--- config.mk ---
export PLATFORM = sky130hd
export DESIGN_NAME = m_input_port
export DESIGN_NICKNAME = d
export VERILOG_FILES = /design/src/rtl/m_input_port.sv
export SDC_FILE = /design/constraint.sdc
export NUM_CORES = 1
export LEC_CHECK = 0
export CAP_MARGIN = 10
export CORE_UTILIZATION = 25
export DETAILED_ROUTE_END_ITERATION = 6
export PLACE_DENSITY = 0.44
export SLEW_MARGIN = 5
export SYNTH_ARGS = -nofsm -noshare
export SYNTH_HDL_FRONTEND = slang
export SYNTH_SLANG_ARGS = --single-unit
export TNS_END_PERCENT = 10
--- constraint.sdc ---
create_clock -name iClk -period 1.8 [get_ports iClk]
set_clock_uncertainty 0.2 [all_clocks]
set_input_delay 0.36 -clock iClk [delete_from_list [all_inputs] [get_ports iClk]]
set_output_delay 0.36 -clock iClk [all_outputs]
set_load 0.02 [all_outputs]
--- src/rtl/m_input_port.sv ---
// Handshaked input port: synchronizes a device strobe, captures bytes into a
// 2-entry FIFO with a four-phase acknowledge, and serves CPU data/status reads.
//
// state | meaning
// IDLE  | oDevAck low; capture on synchronized strobe when FIFO not full
// ACK   | oDevAck high; waiting for synchronized strobe to drop
module m_input_port #(
  parameter int WIDTH       = 8,
  parameter int SYNC_STAGES = 2
) (
  input  logic             iClk,
  input  logic             iRst_n,
  input  logic [WIDTH-1:0] iDevData,
  input  logic             iDevStrobe,
  output logic             oDevAck,
  input  logic             iRead,
  input  logic             iStatusSel,
  output logic [WIDTH-1:0] oData,
  output logic             oReady,
  output logic             oUnderflow
);

  typedef enum logic {IDLE, ACK} tState;

  tState                  state, nextState;
  logic [SYNC_STAGES-1:0] syncQ;
  logic                   sStrobe;
  logic [WIDTH-1:0]       fifoMem [2];
  logic                   headPtr, tailPtr;
  logic [1:0]             count;
  logic                   full;
  logic                   captureEn, popEn, dataRead, statusRead;
  logic [WIDTH-1:0]       statusByte;

  always_ff @(posedge iClk or negedge iRst_n) begin
    if (!iRst_n) syncQ <= '0;
    else         syncQ <= {syncQ[SYNC_STAGES-2:0], iDevStrobe};
  end

  assign sStrobe    = syncQ[SYNC_STAGES-1];
  assign full       = (count == 2'd2);
  assign oReady     = (count != 2'd0);
  assign oDevAck    = (state == ACK);
  assign dataRead   = iRead & ~iStatusSel;
  assign statusRead = iRead & iStatusSel;
  assign popEn      = dataRead & oReady;

  always_ff @(posedge iClk or negedge iRst_n) begin
    if (!iRst_n) state <= IDLE;
    else         state <= nextState;
  end

  // Capture is gated by the pre-edge count, so a pop on a full FIFO frees a slot
  // that is only filled on the following edge.
  always_comb begin
    nextState = state;
    captureEn = 1'b0;
    case (state)
      IDLE: begin
        if (sStrobe && !full) begin
          captureEn = 1'b1;
          nextState = ACK;
        end
      end
      ACK: begin
        if (!sStrobe) nextState = IDLE;
      end
      default: nextState = IDLE;
    endcase
  end

  always_ff @(posedge iClk or negedge iRst_n) begin
    if (!iRst_n) begin
      fifoMem[0] <= '0;
      fifoMem[1] <= '0;
      headPtr    <= 1'b0;
      tailPtr    <= 1'b0;
      count      <= 2'd0;
    end else begin
      if (captureEn) begin
        fifoMem[tailPtr] <= iDevData;
        tailPtr          <= ~tailPtr;
      end
      if (popEn) headPtr <= ~headPtr;
      case ({captureEn, popEn})
        2'b10:   count <= count + 2'd1;
        2'b01:   count <= count - 2'd1;
        default: count <= count;
      endcase
    end
  end

  always_ff @(posedge iClk or negedge iRst_n) begin
    if (!iRst_n)                  oUnderflow <= 1'b0;
    else if (dataRead && !oReady) oUnderflow <= 1'b1;
    else if (statusRead)          oUnderflow <= 1'b0;
  end

  always_comb begin
    statusByte          = '0;
    statusByte[WIDTH-1] = oReady;
    statusByte[WIDTH-2] = full;
    statusByte[WIDTH-3] = oDevAck;
    statusByte[1:0]     = count;
  end

  always_comb begin
    oData = '0;
    if (iStatusSel)  oData = statusByte;
    else if (oReady) oData = fifoMem[headPtr];
  end

endmodule

Word level (Yosys, flattened, before mapping):

Index checks and enable logic that the tools add are counted.

* register bits after elaboration: 24
* input bits: 13
* output and inout bits: 11
* logic and storage cells: 48

* add/subtract/negate cells: 2
* $lt $le $gt $ge: 3
* equality and inequality tests: 3
* multiplexer cells: 15
* bitwise logic cells: 9
* reductions and logical operators: 8

Operators by type and width (number)
* $mux 8: 6
* $bwmux 16: 1
* $demux 8 s1: 1
* $reduce_bool 2->1: 3
* $mux 1: 5
* $eq 2x2->1 const B: 2
* $ge 2x2->1 const B: 2
* $not 1->1: 4
* $not 1->2: 2
* $pmux 2 s2: 1
* $and 1x1->1: 3
* $logic_and 1x1->1: 3
* $add 2x1->2 const B: 1
* $eq 2x1->1 const B: 1
* $logic_not 1->1: 2
* $lt 2x1->1 const B: 1
* $pmux 1 s2: 1
* $sub 2x1->2 const B: 1

Longest topological paths before layout:

Gate-level depths: netlist of the first run.

* word-level depth: 7
* depth in mapped cells: 7
* depth with buffers taken out: 6

Worst setup path before layout of the first run:

No wires, ideal clock.

* path type: register to output
* from: register headPtr
* to: output oData[6]
* data arrival time: 1.226 ns
* required time: 1.240 ns
* path slack: 0.014 ns
* stages on the path, launching flop included: 5
* buffers on the path: 1
* cell sequence: dfrtp_1 > buf_2 > nor2b_1 > a211oi_1 > a211oi_1

* longest elaborated chain between the ends: 6

RTL lines
* start, declared: RTL line 29 `logic headPtr, tailPtr;`
* start signal, assigned: RTL line 84 `if (popEn) headPtr <= ~headPtr;`
* $not 1->2 (not written as such): RTL line 110 `else if (oReady) oData = fifoMem[headPtr];`
* $mux 8 (not written as such) (3 in series): RTL line 110
* $mux 8: RTL line 110
* $mux 8: RTL line 109 `if (iStatusSel) oData = statusByte;`
* end, declared: RTL line 18 `output logic [WIDTH-1:0] oData,`

No other way between the ends. The select of a mux whose other input is x is not followed.

Final worst setup path of the first run:

* from: register count[1]
* to: register fifoMem[7] in the netlist's numbering

* longest elaborated chain between the ends: 5

RTL lines
* start, declared: RTL line 30 `logic [1:0] count;`
* start signal, assigned: RTL line 86 `2'b10: count <= count + 2'd1;`
* start signal, assigned: RTL line 87 `2'b01: count <= count - 2'd1;`
* start signal, assigned: RTL line 88 `default: count <= count;`
* $eq 2x2->1: RTL line 41 `assign full = (count == 2'd2);`
* $logic_not 1->1: RTL line 60 `if (sStrobe && !full) begin`
* $logic_and 1x1->1: RTL line 60
* $mux 1: RTL line 60
* $mux 1: RTL line 58 `case (state)`
* end signal, assigned by index: RTL line 81 `fifoMem[tailPtr] <= iDevData;`
* end, declared: RTL line 28 `logic [WIDTH-1:0] fifoMem [2];`

No other way between the ends.
A chain may end at the register's enable or synchronous reset.

==> impl_metrics.xml, run 1 <==
<?xml version="1.0" encoding="UTF-8"?>
<metrics>
  <group name="sta">
    <metric name="clock.fmax" unit="MHz">520</metric>
    <metric name="final_period_minus_worst_setup_slack" unit="ns">1.92</metric>
    <metric name="min_period_over_period" unit="%">107</metric>
    <metric name="setup-tns-final" unit="ns">-1.71</metric>
    <metric name="hold_slack" unit="ns">0.155</metric>
    <metric name="post_route_setup_slack" unit="ns">-0.125</metric>
    <metric name="report.final.hold_viol_count" unit="">0</metric>
    <metric name="setup_repair_after_global_routing_missed_its_margin" unit="">true</metric>
    <metric name="timing.final.setup_violations" unit="">23</metric>
    <metric name="timing.max_slew.rel_slack" unit="%">78.7</metric>
    <metric name="finalMaxSlewViolations" unit="">0</metric>
    <metric name="worstMarginPinSlew" unit="ns">0.320</metric>
  </group>
  <group name="cells_and_area">
    <metric name="finalNetCount" unit="">148</metric>
    <metric name="filler_cell_count" unit="">421</metric>
    <metric name="ant_cells" unit="">0</metric>
    <metric name="fraction_of_layout_instances_using_a_drive_strength_above_1" unit="%">48.9</metric>
    <metric name="flow.area_growth_from_synthesis" unit="%">47.3</metric>
    <metric name="final_util" unit="%">38.2</metric>
  </group>
  <group name="grt">
    <metric name="grt_antenna_before_repair" unit="">0</metric>
    <metric name="grt_usage" unit="%">11.4</metric>
    <metric name="grt_overflow" unit="">0</metric>
    <metric name="use_met1" unit="%">15.8</metric>
    <metric name="grt_pass1_wl" unit="mm">4.21</metric>
    <metric name="grt_pass1_vias" unit="">832</metric>
    <metric name="grt_max_degree" unit="">25</metric>
    <metric name="global_route.usage.met3" unit="%">3.34</metric>
    <metric name="busiest_layer" unit="">met2</metric>
    <metric name="grt_use_met2" unit="%">17.3</metric>
  </group>
  <group name="run">
    <metric name="drv_cap" unit="">0</metric>
  </group>
  <group name="setup_path">
    <metric name="worstSetupStartpointType" unit="">flip-flop</metric>
    <metric name="critical-path-slowest-cell" unit="">dfrtp_2</metric>
    <metric name="crit_family" unit="">simple AND/OR/NAND/NOR gates</metric>
    <metric name="cp_common_cell" unit="">buf_4</metric>
    <metric name="setup.worst_path.class" unit="">reg -&gt; reg</metric>
    <metric name="timing.critical_path.arrival" unit="ns">1.89</metric>
    <metric name="critical_path_cell_by_cell" unit="">buf_4, nor2b_4, or3b_1, buf_4, mux2_4</metric>
    <metric name="crit_path_max_incr_delay" unit="ns">0.46</metric>
    <metric name="worstSetupEndpointType" unit="">flip-flop</metric>
    <metric name="worstPathBufferInverterCount" unit="">2</metric>
    <metric name="critical_path.max_fanout" unit="">4</metric>
    <metric name="cp_data_required_time" unit="ns">1.76</metric>
  </group>
  <group name="route">
    <metric name="initialDrtViolationCount" unit="">17</metric>
    <metric name="wirelength" unit="mm">2.45</metric>
    <metric name="route.detailed.drc" unit="">0</metric>
    <metric name="detailroute.via_count" unit="">806</metric>
    <metric name="drt-pass1-iter-count" unit="">4</metric>
    <metric name="drtAntennaViolNets" unit="">0</metric>
    <metric name="vias_per_cell" unit="">4.36</metric>
    <metric name="wl_per_cell" unit="µm">13.2</metric>
  </group>
  <group name="floorplanning">
    <metric name="die_y" unit="µm">69.2</metric>
    <metric name="start_util" unit="%">25.9</metric>
    <metric name="number_of_standard_cell_rows_in_the_floorplan" unit="">24</metric>
    <metric name="die_area" unit="mm²">0.00479</metric>
    <metric name="top_level_ports" unit="">24</metric>
    <metric name="die_width" unit="µm">69.2</metric>
    <metric name="core_box_area" unit="mm²">0.00435</metric>
  </group>
  <group name="synthesis">
    <metric name="syn_area_per_cell" unit="µm²">13.4</metric>
    <metric name="portion_of_the_post_synthesis_area_used_by_sequential_elements" unit="%">53.2</metric>
    <metric name="number_of_enable_flip_flop_cells_after_synthesis" unit="">0</metric>
    <metric name="synth.yosys.warnings" unit="">0</metric>
    <metric name="synth_area" unit="mm²">0.00113</metric>
    <metric name="synth_commonest_cells" unit="">dfrtp_1, mux2_2, mux2_4</metric>
    <metric name="synth_top_cell_by_area" unit="">dfrtp_1</metric>
    <metric name="synth.area.top_cells" unit="">dfrtp_1, mux2_4, mux2_2, mux2i_1, a21oi_1</metric>
    <metric name="postSynth.asyncResetShare" unit="%">100</metric>
    <metric name="top_flip_flop_cell_by_instance_count_after_synthesis" unit="">dfrtp_1</metric>
    <metric name="post_synth_num_cell_types" unit="">23</metric>
    <metric name="synth-seq-cells" unit="">24</metric>
    <metric name="synth_top_cell_area_share" unit="%">53.2</metric>
    <metric name="post-synth-top-count-cell" unit="">dfrtp_1</metric>
    <metric name="synth_nets" unit="">98</metric>
    <metric name="netlist_instances" unit="">84</metric>
  </group>
  <group name="power">
    <metric name="power_density" unit="mW/mm²">1740</metric>
    <metric name="vdd_ir_drop_max" unit="mV">0.590</metric>
    <metric name="power.static_leakage" unit="nW">0.778</metric>
  </group>
  <group name="status">
    <metric name="failing_checks" unit="">setup timing</metric>
    <metric name="run_status" unit="">finished with violations</metric>
  </group>
  <group name="clock_network">
    <metric name="insertion_delay" unit="ns">0.27</metric>
    <metric name="cts_root_buffer" unit="">clkbuf_8</metric>
    <metric name="htree_num_levels" unit="">1</metric>
    <metric name="cts.clk_slew.worst_paths" unit="ns">0.09</metric>
    <metric name="clock_sink_count" unit="">24</metric>
    <metric name="max-clock-path-buffers" unit="">2</metric>
    <metric name="tritoncts" unit="">yes</metric>
    <metric name="cts_inserted_buffers" unit="">3</metric>
  </group>
  <group name="place">
    <metric name="buffer_ports.inserted" unit="">23</metric>
    <metric name="place.detailed.hpwl" unit="mm">1.81</metric>
    <metric name="globalplace.congestion" unit="">0.736</metric>
  </group>
  <group name="hold_path">
    <metric name="worstHoldPathType" unit="">reg -&gt; reg</metric>
  </group>
</metrics>
final cells by class:
type	count	area [µm²]	area share (%)
Inverter	2	7.51	0.451
Sequential cell	24	603	36.3
Tap cell	52	65.1	3.91
Timing Repair Buffer	48	398	23.9
Clock buffer	4	55.1	3.31
Multi-Input combinational cell	55	534	32.1
placed cells by master, fill, tap and decap left out, types with 2 or more instances in the layout:
cell type | synthesis | layout
a211oi_2 | 0 | 2
a21oi_1 | 7 | 7
buf_4 | 0 | 29
buf_6 | 2 | 3
clkbuf_8 | 0 | 4
clkdlybuf4s50_1 | 0 | 11
dfrtp_1 | 24 | 22
dfrtp_2 | 0 | 2
dlygate4sd2_1 | 0 | 3
inv_1 | 2 | 2
mux2_2 | 8 | 8
mux2_4 | 8 | 8
mux2i_1 | 7 | 6
nand2b_1 | 2 | 2
nor2_1 | 5 | 3
nor2b_4 | 1 | 2
xnor2_1 | 3 | 3
xor2_1 | 2 | 2
final timing paths:
check	start	end	slack, ns	cells past startpoint
worst max-delay path	count[1]	fifoMem[7]	-0.12	5
worst min-delay path	syncQ[0]	syncQ[1]	0.16	0
worst max register to register	count[1]	fifoMem[7]	-0.12	5
worst min register to register	syncQ[0]	syncQ[1]	0.16	0
max in group asynchronous	iRst_n	count[0]	0.89	2
min in group asynchronous	iRst_n	fifoMem[0]	0.25	2
repair_timing:
action / in CTS / in global routing
resized for setup: 54 / 10
endpoints found under the setup margin: 25 / 26
hold buffers: 0 / 0
pin swaps: 6 / 3
setup buffers: 0 / 3
sequential cells by signal (all words and copies together) (netlist names):
register / count
fifoMem: 16
count: 2
syncQ: 2
headPtr: 1
oDevAck: 1
oUnderflow: 1
tailPtr: 1
worst register-to-register path: stages (launching register included):
cell and delay [ns]:
dfrtp_2 0.46, buf_4 0.16, nor2b_4 0.12, or3b_1 0.40, buf_4 0.19, mux2_4 0.30
power breakdown:
| group | internal [mW] | total [mW] | switching [mW] |
|---|---|---|---|
| clock network | 0.196 | 0.373 | 0.178 |
| registers | 0.796 | 0.980 | 0.184 |
| logic | 0.889 | 1.54 | 0.648 |
| total | 1.88 | 2.89 | 1.01 |
routing by layer:
metal / routed length, µm / share of wire [%]
met1: 1180 / 48
met2: 1140 / 47
met3: 92 / 3.8
met4: 32 / 1.3
met5: 0 / 0
cell families after synthesis:
logic type	after synthesis	share of synthesized area, %
xor gates and xnor gates	5	3.88
AOI/OAI and AO/OA	12	5.99
buffers and inverters	5	3.10
and+or+nand+nor	14	7.87
muxes	23	24.8
DFF	24	53.2
adders and majority gates	1	1.11
stage by stage:
step           std cells  area (µm²)  total power [mW]  setup WS [ns]
4_1_cts              182        1610              2.81         -0.204
5_1_grt              185        1660              3.10         -0.169
3_3_place_gp         178        1560              2.43         -0.638
6_report             185        1660              2.89         -0.125
3_5_place_dp         178        1560              2.43         -0.669
2_1_floorplan         84        1130              1.81         0.0136
No activity file was read; power rests on OpenSTA's default activity.
==> inputs of run 2 (changes only) <==
Settings changed: CORE_UTILIZATION 25 to 47, CTS_BUF_LIST from default to sky130_fd_sc_hd__clkbuf_4, GPL_TIMING_DRIVEN from default to 0, PLACE_DENSITY 0.44 to 0.75.
==> run 2 against run 1 <==
  * The run still ends with setup timing left
  * Register-to-register slack improved by 0.10 ns
  * Die area fell by 46%
  * Total power fell by 4.9%
  * Sequential power fell by 0.9%
  * Via count fell by 5.2%
  * Setup slack got worse by 0.075 ns
  * Critical path type is now reg -> out
  * Largest power group unchanged
==> impl_metrics.xml, run 2 (same netlist as run 1, synthesis figures left out) <==
<?xml version="1.0" encoding="UTF-8"?>
<metrics>
  <group name="cells_and_area">
    <metric name="finalNetCount" unit="">134</metric>
    <metric name="final_common_cell" unit="">dfrtp_1</metric>
    <metric name="instances_no_fill" unit="">146</metric>
    <metric name="fraction_of_layout_instances_using_a_drive_strength_above_1" unit="%">46.6</metric>
    <metric name="flow.area_growth_from_synthesis" unit="%">40.1</metric>
    <metric name="largest-register" unit="">fifoMem</metric>
    <metric name="ant_cells" unit="">0</metric>
    <metric name="layout.cells.most_common_list" unit="">dfrtp_1, clkdlybuf4s50_1, buf_4</metric>
    <metric name="reg.largest.list" unit="">fifoMem: 16 flops, count: 2 flops, syncQ: 2 flops</metric>
    <metric name="largest_reg_flops" unit="">16</metric>
  </group>
  <group name="power">
    <metric name="switching_power" unit="mW">1.00</metric>
    <metric name="p_comb_share" unit="%">56.3</metric>
    <metric name="clock_power_share" unit="%">8.4</metric>
    <metric name="switching_share" unit="%">36.5</metric>
    <metric name="total_power" unit="mW">2.75</metric>
    <metric name="power_density" unit="mW/mm²">1740</metric>
    <metric name="power.static_leakage" unit="nW">0.729</metric>
    <metric name="seq_power_share" unit="%">35.3</metric>
    <metric name="vdd_ir_drop_max" unit="mV">0.976</metric>
    <metric name="power.internal" unit="mW">1.74</metric>
  </group>
  <group name="setup_path">
    <metric name="critical_path.max_fanout" unit="">6</metric>
    <metric name="cp_data_required_time" unit="ns">1.24</metric>
    <metric name="critical_path_cell_by_cell" unit="">buf_6, nor2b_4, a211oi_2, a211oi_1, buf_2</metric>
    <metric name="critical-path-slowest-cell" unit="">dfrtp_1</metric>
    <metric name="crit_family" unit="">flip-flops</metric>
    <metric name="worstSetupStartpointType" unit="">flip-flop</metric>
    <metric name="setup.worst_path.class" unit="">reg -&gt; out</metric>
    <metric name="timing.critical_path.arrival" unit="ns">1.44</metric>
    <metric name="worstSetupEndpointType" unit="">primary output</metric>
    <metric name="worstPathBufferInverterCount" unit="">2</metric>
    <metric name="crit_path_max_incr_delay" unit="ns">0.39</metric>
  </group>
  <group name="place">
    <metric name="globalplace.congestion" unit="">0.725</metric>
    <metric name="buffer_ports.inserted" unit="">23</metric>
    <metric name="post-place-ws" unit="ns">-0.957</metric>
    <metric name="place.detailed.hpwl" unit="mm">1.38</metric>
    <metric name="numPlacedInstances" unit="">135</metric>
  </group>
  <group name="sta">
    <metric name="report.final.hold_viol_count" unit="">0</metric>
    <metric name="timing.final.setup_violations" unit="">17</metric>
    <metric name="final_period_minus_worst_setup_slack" unit="ns">2.00</metric>
    <metric name="finalMaxSlewViolations" unit="">0</metric>
    <metric name="timing.max_slew.rel_slack" unit="%">68.9</metric>
    <metric name="setup_repair_after_global_routing_missed_its_margin" unit="">true</metric>
    <metric name="setup-tns-final" unit="ns">-1.11</metric>
    <metric name="post_route_setup_slack" unit="ns">-0.200</metric>
    <metric name="clock.fmax" unit="MHz">500</metric>
    <metric name="worstMarginPinSlew" unit="ns">0.465</metric>
    <metric name="min_period_over_period" unit="%">111</metric>
  </group>
  <group name="clock_network">
    <metric name="cts.clk_slew.worst_paths" unit="ns">0.12</metric>
    <metric name="tritoncts" unit="">yes</metric>
    <metric name="clock_sink_count" unit="">24</metric>
    <metric name="cts_inserted_buffers" unit="">3</metric>
    <metric name="max-clock-path-buffers" unit="">2</metric>
    <metric name="cts_root_buffer" unit="">clkbuf_4</metric>
    <metric name="hold_buffers" unit="">0</metric>
    <metric name="htree_num_levels" unit="">1</metric>
    <metric name="insertion_delay" unit="ns">0.31</metric>
  </group>
  <group name="floorplanning">
    <metric name="die_y" unit="µm">51</metric>
    <metric name="start_util" unit="%">50.5</metric>
    <metric name="number_of_standard_cell_rows_in_the_floorplan" unit="">17</metric>
    <metric name="top_level_ports" unit="">24</metric>
    <metric name="die_area" unit="mm²">0.00260</metric>
    <metric name="core_box_area" unit="mm²">0.00223</metric>
    <metric name="die_width" unit="µm">51</metric>
  </group>
  <group name="grt">
    <metric name="grt_usage" unit="%">19.2</metric>
    <metric name="grt_pass1_vias" unit="">737</metric>
    <metric name="grt_overflow" unit="">0</metric>
    <metric name="grt_antenna_before_repair" unit="">0</metric>
    <metric name="grt_pass1_wl" unit="mm">3.51</metric>
    <metric name="grt_max_degree" unit="">25</metric>
  </group>
  <group name="route">
    <metric name="initialDrtViolationCount" unit="">4</metric>
    <metric name="drtAntennaViolNets" unit="">0</metric>
    <metric name="route.detailed.drc" unit="">0</metric>
    <metric name="wirelength" unit="mm">2.23</metric>
    <metric name="drt-pass1-iter-count" unit="">4</metric>
    <metric name="detailroute.via_count" unit="">764</metric>
    <metric name="vias_per_cell" unit="">5.23</metric>
    <metric name="wl_per_cell" unit="µm">15.2</metric>
  </group>
  <group name="status">
    <metric name="failing_checks" unit="">setup timing</metric>
    <metric name="run_status" unit="">finished with violations</metric>
  </group>
  <group name="run">
    <metric name="drv_cap" unit="">0</metric>
  </group>
  <group name="hold_path">
    <metric name="worstHoldPathType" unit="">in -&gt; async</metric>
  </group>
</metrics>
-- run 2: layout make-up --
cell class | instances | area (µm²)
Sequential cell | 24 | 602
Timing Repair Buffer | 31 | 305
Buffer | 3 | 37.5
Inverter | 2 | 7.51
Tap cell | 28 | 35.0
Clock buffer | 3 | 22.5
Multi-Input combinational cell | 55 | 572
Fill cell | 166 | 652
-- run 2: per-stage QoR --
| stage | util [%] | cell area, µm² | hold slack [ns] |
|---|---|---|---|
| after floorplan | - | 1130 | -0.136 |
| after global placement | 62.4 | 1390 | 0.133 |
| after detailed placement | 62.4 | 1390 | 0.141 |
| after CTS | 64.4 | 1440 | 0.168 |
| after global routing | 70.8 | 1580 | 0.0900 |
| final | 70.8 | 1580 | 0.0906 |
-- run 2: power groups by stage --
stage / registers (mW) / clock network [mW] / logic [mW]
after floorplan: 0.927 / 0 / 0.882
after global placement: 0.938 / 0 / 1.26
after detailed placement: 0.953 / 0 / 1.28
after CTS: 0.960 / 0.233 / 1.29
after global routing: 1.01 / 0.257 / 1.65
final: 0.971 / 0.230 / 1.55
-- run 2: routing by layer --
metal	global-route usage, %	vias up	wire [µm]
met5	0	-	0
met3	3.57	3	77
met1	25.7	379	1020
met2	30.3	20	1110
met4	8.33	0	21
li1	-	362	-
-- run 2: worst paths after layout --
| path | startpoint | endpoint | slack (ns) | cells past startpoint |
|---|---|---|---|---|
| max | headPtr | oData[6] | -0.20 | 5 |
| min | iRst_n | oUnderflow | 0.09 | 1 |
| max reg2reg | count[1] | fifoMem[7] | -0.02 | 4 |
| min reg2reg | syncQ[0] | syncQ[1] | 0.17 | 0 |
| max in group asynchronous | iRst_n | fifoMem[3] | 0.92 | 2 |
| min in group iClk | syncQ[0] | syncQ[1] | 0.17 | 0 |
-- run 2: what timing repair did --
| item | CTS | global route |
|---|---|---|
| resized for setup | 55 | 20 |
| endpoints found under the setup margin | 26 | 27 |
| pin swaps | 6 | 5 |
| setup buffers | 2 | 5 |
-- run 2: worst reg2reg max path, cell delays in order, from the launching register on --
cell and delay [ns]:
dfrtp_2 0.51, nor2b_4 0.17, or3b_4 0.37, buf_8 0.16, mux2_4 0.30
